--- src/rtl/fei4_rx_record_formatter.sv ---
`default_nettype none
// ============================================================================
// Module      : fei4_rx_record_formatter
// Description : Pops decoded 24-bit FE-I4 records from the receiver's FWFT
//               FIFO, classifies them by type byte, tracks data-header
//               framing and presents {CHANNEL_ID, record} as 32-bit words on
//               a valid/ready stream. Keeps saturating monitoring counters.
// Ports       : bus_clk/bus_reset   - clock, async active-high reset
//               enable              - allow popping the upstream FIFO
//               fifo_empty/data/read- FWFT FIFO interface (read is a pop)
//               out_data/valid/ready- 32-bit output stream
//               dh_cnt, orphan_cnt, sr_cnt, last_bcid, in_frame - monitors
// Revision    : 1.0 - initial release
// ============================================================================
module fei4_rx_record_formatter #(
    parameter logic [7:0] CHANNEL_ID = 8'h01,
    parameter bit         DROP_SR    = 1'b0
) (
    input  logic        bus_clk,
    input  logic        bus_reset,
    input  logic        enable,
    input  logic        fifo_empty,
    input  logic [23:0] fifo_data,
    output logic        fifo_read,
    output logic [31:0] out_data,
    output logic        out_valid,
    input  logic        out_ready,
    output logic [15:0] dh_cnt,
    output logic [7:0]  orphan_cnt,
    output logic [7:0]  sr_cnt,
    output logic [9:0]  last_bcid,
    output logic        in_frame
);

    localparam logic [7:0] c_TYPE_DH = 8'hE9;
    localparam logic [7:0] c_TYPE_AR = 8'hEA;
    localparam logic [7:0] c_TYPE_VR = 8'hEC;
    localparam logic [7:0] c_TYPE_SR = 8'hEF;

    typedef enum logic [0:0] {
        NO_FRAME = 1'b0,
        FRAME    = 1'b1
    } state_t;

    state_t      state_q, state_d;
    logic [31:0] out_data_q, out_data_d;
    logic        out_valid_q, out_valid_d;
    logic [15:0] dh_cnt_q;
    logic [7:0]  orphan_cnt_q;
    logic [7:0]  sr_cnt_q;
    logic [9:0]  last_bcid_q;

    logic [7:0]  w_type;
    logic        w_is_dh;
    logic        w_is_sr;
    logic        w_is_dr;
    logic        w_forward;

    assign w_type    = fifo_data[23:16];
    assign w_is_dh   = (w_type == c_TYPE_DH);
    assign w_is_sr   = (w_type == c_TYPE_SR);
    assign w_is_dr   = !(w_is_dh || w_is_sr ||
                         (w_type == c_TYPE_AR) || (w_type == c_TYPE_VR));
    assign w_forward = !(DROP_SR && w_is_sr);

    // Pop whenever the output register is free or being emptied this cycle.
    // Reset gates the strobe so nothing is consumed while the block is held.
    assign fifo_read = !bus_reset && enable && !fifo_empty &&
                       (!out_valid_q || out_ready);

    // Frame state: only a popped DH opens and only a popped SR closes.
    always_comb begin
        state_d = state_q;
        if (fifo_read) begin
            if (w_is_dh) begin
                state_d = FRAME;
            end else if (w_is_sr) begin
                state_d = NO_FRAME;
            end
        end
    end

    // Output register: a forwarded pop reloads it (no bubble even when the
    // current word is accepted on the same edge); otherwise an accepted word
    // empties it. Nothing changes while the word is stalled.
    always_comb begin
        out_data_d  = out_data_q;
        out_valid_d = out_valid_q;
        if (fifo_read && w_forward) begin
            out_data_d  = {CHANNEL_ID, fifo_data};
            out_valid_d = 1'b1;
        end else if (out_ready) begin
            out_valid_d = 1'b0;
        end
    end

    always_ff @(posedge bus_clk or posedge bus_reset) begin
        if (bus_reset) begin
            state_q     <= NO_FRAME;
            out_data_q  <= 32'd0;
            out_valid_q <= 1'b0;
        end else begin
            state_q     <= state_d;
            out_data_q  <= out_data_d;
            out_valid_q <= out_valid_d;
        end
    end

    // Monitoring counters, all saturating.
    always_ff @(posedge bus_clk or posedge bus_reset) begin
        if (bus_reset) begin
            dh_cnt_q     <= 16'd0;
            orphan_cnt_q <= 8'd0;
            sr_cnt_q     <= 8'd0;
            last_bcid_q  <= 10'd0;
        end else if (fifo_read) begin
            if (w_is_dh) begin
                if (dh_cnt_q != 16'hFFFF) begin
                    dh_cnt_q <= dh_cnt_q + 16'd1;
                end
                last_bcid_q <= fifo_data[9:0];
            end
            if (w_is_sr && (sr_cnt_q != 8'hFF)) begin
                sr_cnt_q <= sr_cnt_q + 8'd1;
            end
            if (w_is_dr && (state_q == NO_FRAME) && (orphan_cnt_q != 8'hFF)) begin
                orphan_cnt_q <= orphan_cnt_q + 8'd1;
            end
        end
    end

    assign out_data   = out_data_q;
    assign out_valid  = out_valid_q;
    assign dh_cnt     = dh_cnt_q;
    assign orphan_cnt = orphan_cnt_q;
    assign sr_cnt     = sr_cnt_q;
    assign last_bcid  = last_bcid_q;
    assign in_frame   = (state_q == FRAME);

endmodule
`default_nettype wire

--- config.mk ---
export PLATFORM = sky130hd
export DESIGN_NAME = fei4_rx_record_formatter
export DESIGN_NICKNAME = d
export VERILOG_FILES = /design/src/rtl/fei4_rx_record_formatter.sv
export SDC_FILE = /design/constraint.sdc
export NUM_CORES = 1
export LEC_CHECK = 0
export CAP_MARGIN = 20
export CORE_MARGIN = 3
export CORE_UTILIZATION = 45
export CTS_CLUSTER_DIAMETER = 200
export DETAILED_ROUTE_END_ITERATION = 12
export GPL_TIMING_DRIVEN = 0
export PLACE_DENSITY = 0.79
export SLEW_MARGIN = 20
export SYNTH_ARGS = -nofsm -noshare
export SYNTH_HDL_FRONTEND = slang
export SYNTH_SLANG_ARGS = --single-unit
--- constraint.sdc ---
create_clock -name bus_clk -period 2.7 [get_ports bus_clk]
set_clock_uncertainty 0.05 [all_clocks]
set_input_delay 0.27 -clock bus_clk [delete_from_list [all_inputs] [get_ports bus_clk]]
set_output_delay 0.27 -clock bus_clk [all_outputs]
set_load 0.01 [all_outputs]
# == Yosys cells after proc, flatten, opt, wreduce, memory -nomap -nowiden ==
# Index checks and enable logic that the tools add are counted.
# op_classes
shifts,0
n_eq_ne,7
order_cmp,0
n_addsub,3
mux,4
n_bitwise,1
reduce_logical,21
n_mul,0
div,0
# ops
cell,count
equality test 8 bit (second input constant),4
adder 16 x 1 -> 16 bit (second input constant),1
adder 8 x 1 -> 8 bit (second input constant),2
inequality test 16 bit (second input constant),1
inequality test 8 bit (second input constant),2
AND reduction 2 bit,4
logical AND 1 bit,6
zero test 1 bit,4
logical OR 1 bit,4
2-to-1 mux 1 bit,4
nonzero test 2 bit,2
AND reduction 3 bit,1
inverter 1 bit,1
# totals
ramBits,0
rom_bits,0
elab_cells,43
latch_bits,0
ff_bits,69
mem_count,0

# == Depth between registers and ports, before layout ==
# depth
ltp_word,8
mapped_depth,7
mapped_depth_nobuf,6

# == Worst setup path after synthesis ==
# Ideal clock, no wire load.
# synth_timing
path_type,register to register
start,register dh_cnt_q[0] (netlist: dh_cnt[0])
end,register dh_cnt_q[1] (netlist: dh_cnt[1])
period_less_slack_ps,2144
stages_incl_launch_ff,7
path_buffers,1
arrival_time_ps,1969
required_ps,2525
setup_ps,125
slack_ps,556
path_cell_list,dfrtp_1 -> ha_1 -> nand4_1 -> or4_1 -> nand2_2 -> buf_6 -> mux2_2
# synth_via
elab_chain_cells,2
# synth_lines
item,line,source
from (decl),48,logic [15:0] dh_cnt_q;
from (signal assigned),119,dh_cnt_q <= dh_cnt_q + 16'd1;
"parallel branches: the longest is 2 deep, another holds adder 16 x 1 -> 16 bit",n/a,
# Parallel ways; which one is timed is not known.
# A chain may end at the register's enable or synchronous reset.

# == Final worst setup path ==
# layout_timing
start,input port bus_reset
end,output port fifo_read
# layout_via
elab_chain_cells,4
# layout_lines
item,line,source
from (decl),20,"input logic bus_reset,"
zero test 1 bit (no source line),n/a,
logical AND 1 bit (3 in series),68,assign fifo_read = !bus_reset && enable && !fifo_empty &&
to (decl),24,"output logic fifo_read,"
# Every way passes these cells.

==> results.yml <==
setup_path:
  worstPathCellList: "clkdlybuf4s50_1, nor3b_1, nand2_2, inv_4, clkdlybuf4s50_1"
  r2r_setup_slack_ns: 0.44
  crit_fanout: 19
  cpPeakStageDelay_ns: 0.58
  cp_slowest_cell: "clkdlybuf4s50_1"
  reg2reg_from: "dh_cnt[0]"
  crit_required_ns: 2.38
  timing.rr.end: "dh_cnt[1]"
  cp_data_arrival_time_ns: 2.26
  worst_setup_path_end_kind: "primary output"
  crit_type: "in2out"
  cp_common_cell: "clkdlybuf4s50_1"
  start_kind: "input port"
  rr_worst_depth: 6
global_routing:
  grt_usage_pct: 19.81
  grt_antenna_before_repair: 0
  gr-total-overflow: 0
  grt_pass1_vias: 2599
  grt_max_degree: 45
  grt_first_pass_wirelength_um: 12050
clock_tree:
  htreeDepth: 3
  cts_setup_buffers: 0
  cts.sinks: 69
  clk_path_buf_depth: 2
  clk_latency_ns: 0.33
  path_clk_slew_ns: 0.07
  cts_root_buf: "clkbuf_8"
  postCtsHoldBufs: 0
  cts_buffers: 9
  cts_tree: "built"
drt:
  viasPerCell: 4.932
  drtPass1Iterations: 4
  drt-total-wl_um: 7260
  drt_iter0_markers: 70
  ant_nets: 0
  vias: 2520
  drc: 0
  wl_per_cell_um: 14.21
floorplan:
  io_pins: 106
  rows: 29
  die_area_um2: 7895
  core_area_um2: 6495
  start_util_pct: 47.56
  die_h_um: 88.86
  chipWidth_um: 88.86
synthesis:
  synth-edff-count: 0
  postSynthCellCount: 315
  synth_ff_type: "dfrtp_1"
  ys_seq_area_share_pct: 55.89
  synthTopCellsByArea: "dfrtp_1, nand2_1, xor2_1, xnor2_1, nand3_1"
  synth_cell_types: 37
  async_flop_share_pct: 100.0
  syn-cell-area_um2: 3089
  ys_seq_elements: 69
  yosysWarnings: 0
  yosysTopAreaCellShare_pct: 55.89
  yosys.area.top_type: "dfrtp_1"
  syn_area_per_cell_um2: 9.807
power:
  p_leak_nw: 2.076
  ir_drop_mv: 0.2918
  power.density_nw_per_um2: 500.7
final_layout:
  regArea_um2: 1727
  diodes: 0
  multi_input_area_um2: 1256
  final_area_um2: 4363
  nets: 461
  syn_to_final_growth_pct: 41.23
  drive_above_1_share_pct: 9.217
  fillCellCount: 544
  utilization_pct: 67.17
worst_hold_path:
  worstHoldEndpoint: "in_frame"
  min-delay-path-class: "in2reg"
  min_path_cells: 2
  min_from: "fifo_data[17]"
place:
  placed_area_um2: 4202
  dpl.hpwl_um: 5370
  gp_congestion: 0.8271
  io_buffers: 97
outcome:
  status: "completed"
sta:
  setup_viol: 0
  maxSlewHeadroom_pct: 64.08
  hold_viol_final: 0
  tightest_slew_ns: 0.5313
  post-route-period-util_pct: 95.42
  fmax_ghz: 0.3881
  finalMaxSlewViolations: 0
  period_minus_slack_ns: 2.576
job:
  max-cap-violations: 0
==> sequential cells by signal, summed over array words and instances, names as in the netlist <==
| signal | flops |
|---|---|
| out_data | 25 |
| sr_cnt | 8 |
| orphan_cnt | 8 |
| out_valid | 1 |
| in_frame | 1 |
| dh_cnt | 16 |
| last_bcid | 10 |
==> logic make-up (layout without fill, tap and decap cells) <==
kind of cell               count (synthesis)  count (layout)  share of synthesized area (%)
muxes                                      5               5                          1.822
and+or+nand+nor                          176             176                          26.45
other                                      1               7                         0.1214
buffers and inverters                     24             137                          4.253
DFF                                       69              69                          55.89
adders and majority gates                  3               3                          1.215
xor gates and xnor gates                  29              29                          8.222
AOI/OAI and AO/OA                          8               8                          2.025
==> layout by cell type (no fill, tap or decap), types with 3 or more instances in the layout <==
cell type	instances
nand2_1	116
clkdlybuf4s50_1	97
dfrtp_1	69
xor2_1	17
nand3_1	13
xnor2_1	12
nor2_1	10
clkbuf_1	10
clkbuf_8	9
nand4_1	8
buf_4	7
conb_1	7
inv_1	5
mux2_2	5
nor3_1	5
nor3_2	5
and3_1	3
ha_1	3
==> layout make-up <==
cell class | count | area share, %
clock inverters | 4 | 0.5736
flip-flops and latches | 69 | 39.58
multi-input cells | 228 | 28.79
plain buffers | 16 | 2.323
well taps | 77 | 2.208
repair buffers | 98 | 22.71
clock buffers | 12 | 3.097
inverters | 7 | 0.7169
==> how the worst max path moves through the flow <==
stage                   start          end  slack (ns)  depth (start not counted)
CTS                 bus_reset    fifo_read         0.1                          5
detailed placement  bus_reset    fifo_read       -0.31                          6
global placement    bus_reset  out_data[3]       -0.58                          2
global route        bus_reset    fifo_read       -0.05                          5
finish              bus_reset    fifo_read        0.12                          5
floorplan           dh_cnt[0]    dh_cnt[1]        0.56                          6
==> per-stage QoR <==
stage          total power, mW  std cells  hold WS [ns]  worst slack (ns)  setup TNS, ns
4_1_cts                  2.207        511       0.08350           0.09653              0
5_1_grt                  2.305        511       0.08730          -0.05088       -0.05088
3_5_place_dp             1.503        496        0.4070           -0.3066        -0.3066
6_report                 2.184        511        0.1040            0.1236              0
2_1_floorplan            1.284        321        0.3254            0.5560              0
3_3_place_gp             1.490        495        0.3984           -0.5840         -40.37
==> what timing repair did <==
action                                 4_1_cts  5_1_grt
endpoints found under the hold margin        0        0
gates cloned                                 0        0
resized for setup                            1        2
setup endpoints to repair                    1        1
==> cells in the mapped netlist (2+ instances only) <==
library cell	count
inv_1	6
nand4_1	8
buf_4	7
dfrtp_1	69
nand3_1	13
nor3b_1	2
clkbuf_1	8
o2111ai_1	2
ha_1	3
nand2_1	117
nand2b_1	2
nor3_2	5
xor2_1	17
nor3_1	5
nor2_1	10
mux2_2	5
buf_6	2
xnor2_1	12
and4_1	2
and3_1	3
==> where the power goes <==
group / internal [mW] / leakage, nW / switching [mW] / total, mW
clock network: 0.331 / 0.0764 / 0.373 / 0.704
registers: 1.10 / 0.904 / 0.0376 / 1.14
logic: 0.190 / 1.10 / 0.154 / 0.343
total: 1.62 / 2.08 / 0.564 / 2.18
==> critical path: cells and delay by family <==
| family | cells | cell delay [ns] |
|---|---|---|
| buffers and inverters | 3 | 1.30 |
| and+or+nand+nor | 2 | 0.68 |
==> layer usage <==
layer	part of all wire (%)	global-route usage, %	wire [um]	up-vias
met5	0	0	0	-
li1	-	-	-	1239
met2	50	33.27	3627	74
met3	6.4	6.425	467	5
met4	0.48	5.769	35	0
met1	43	24.38	3130	1202
(Power assumes the default switching activity.)
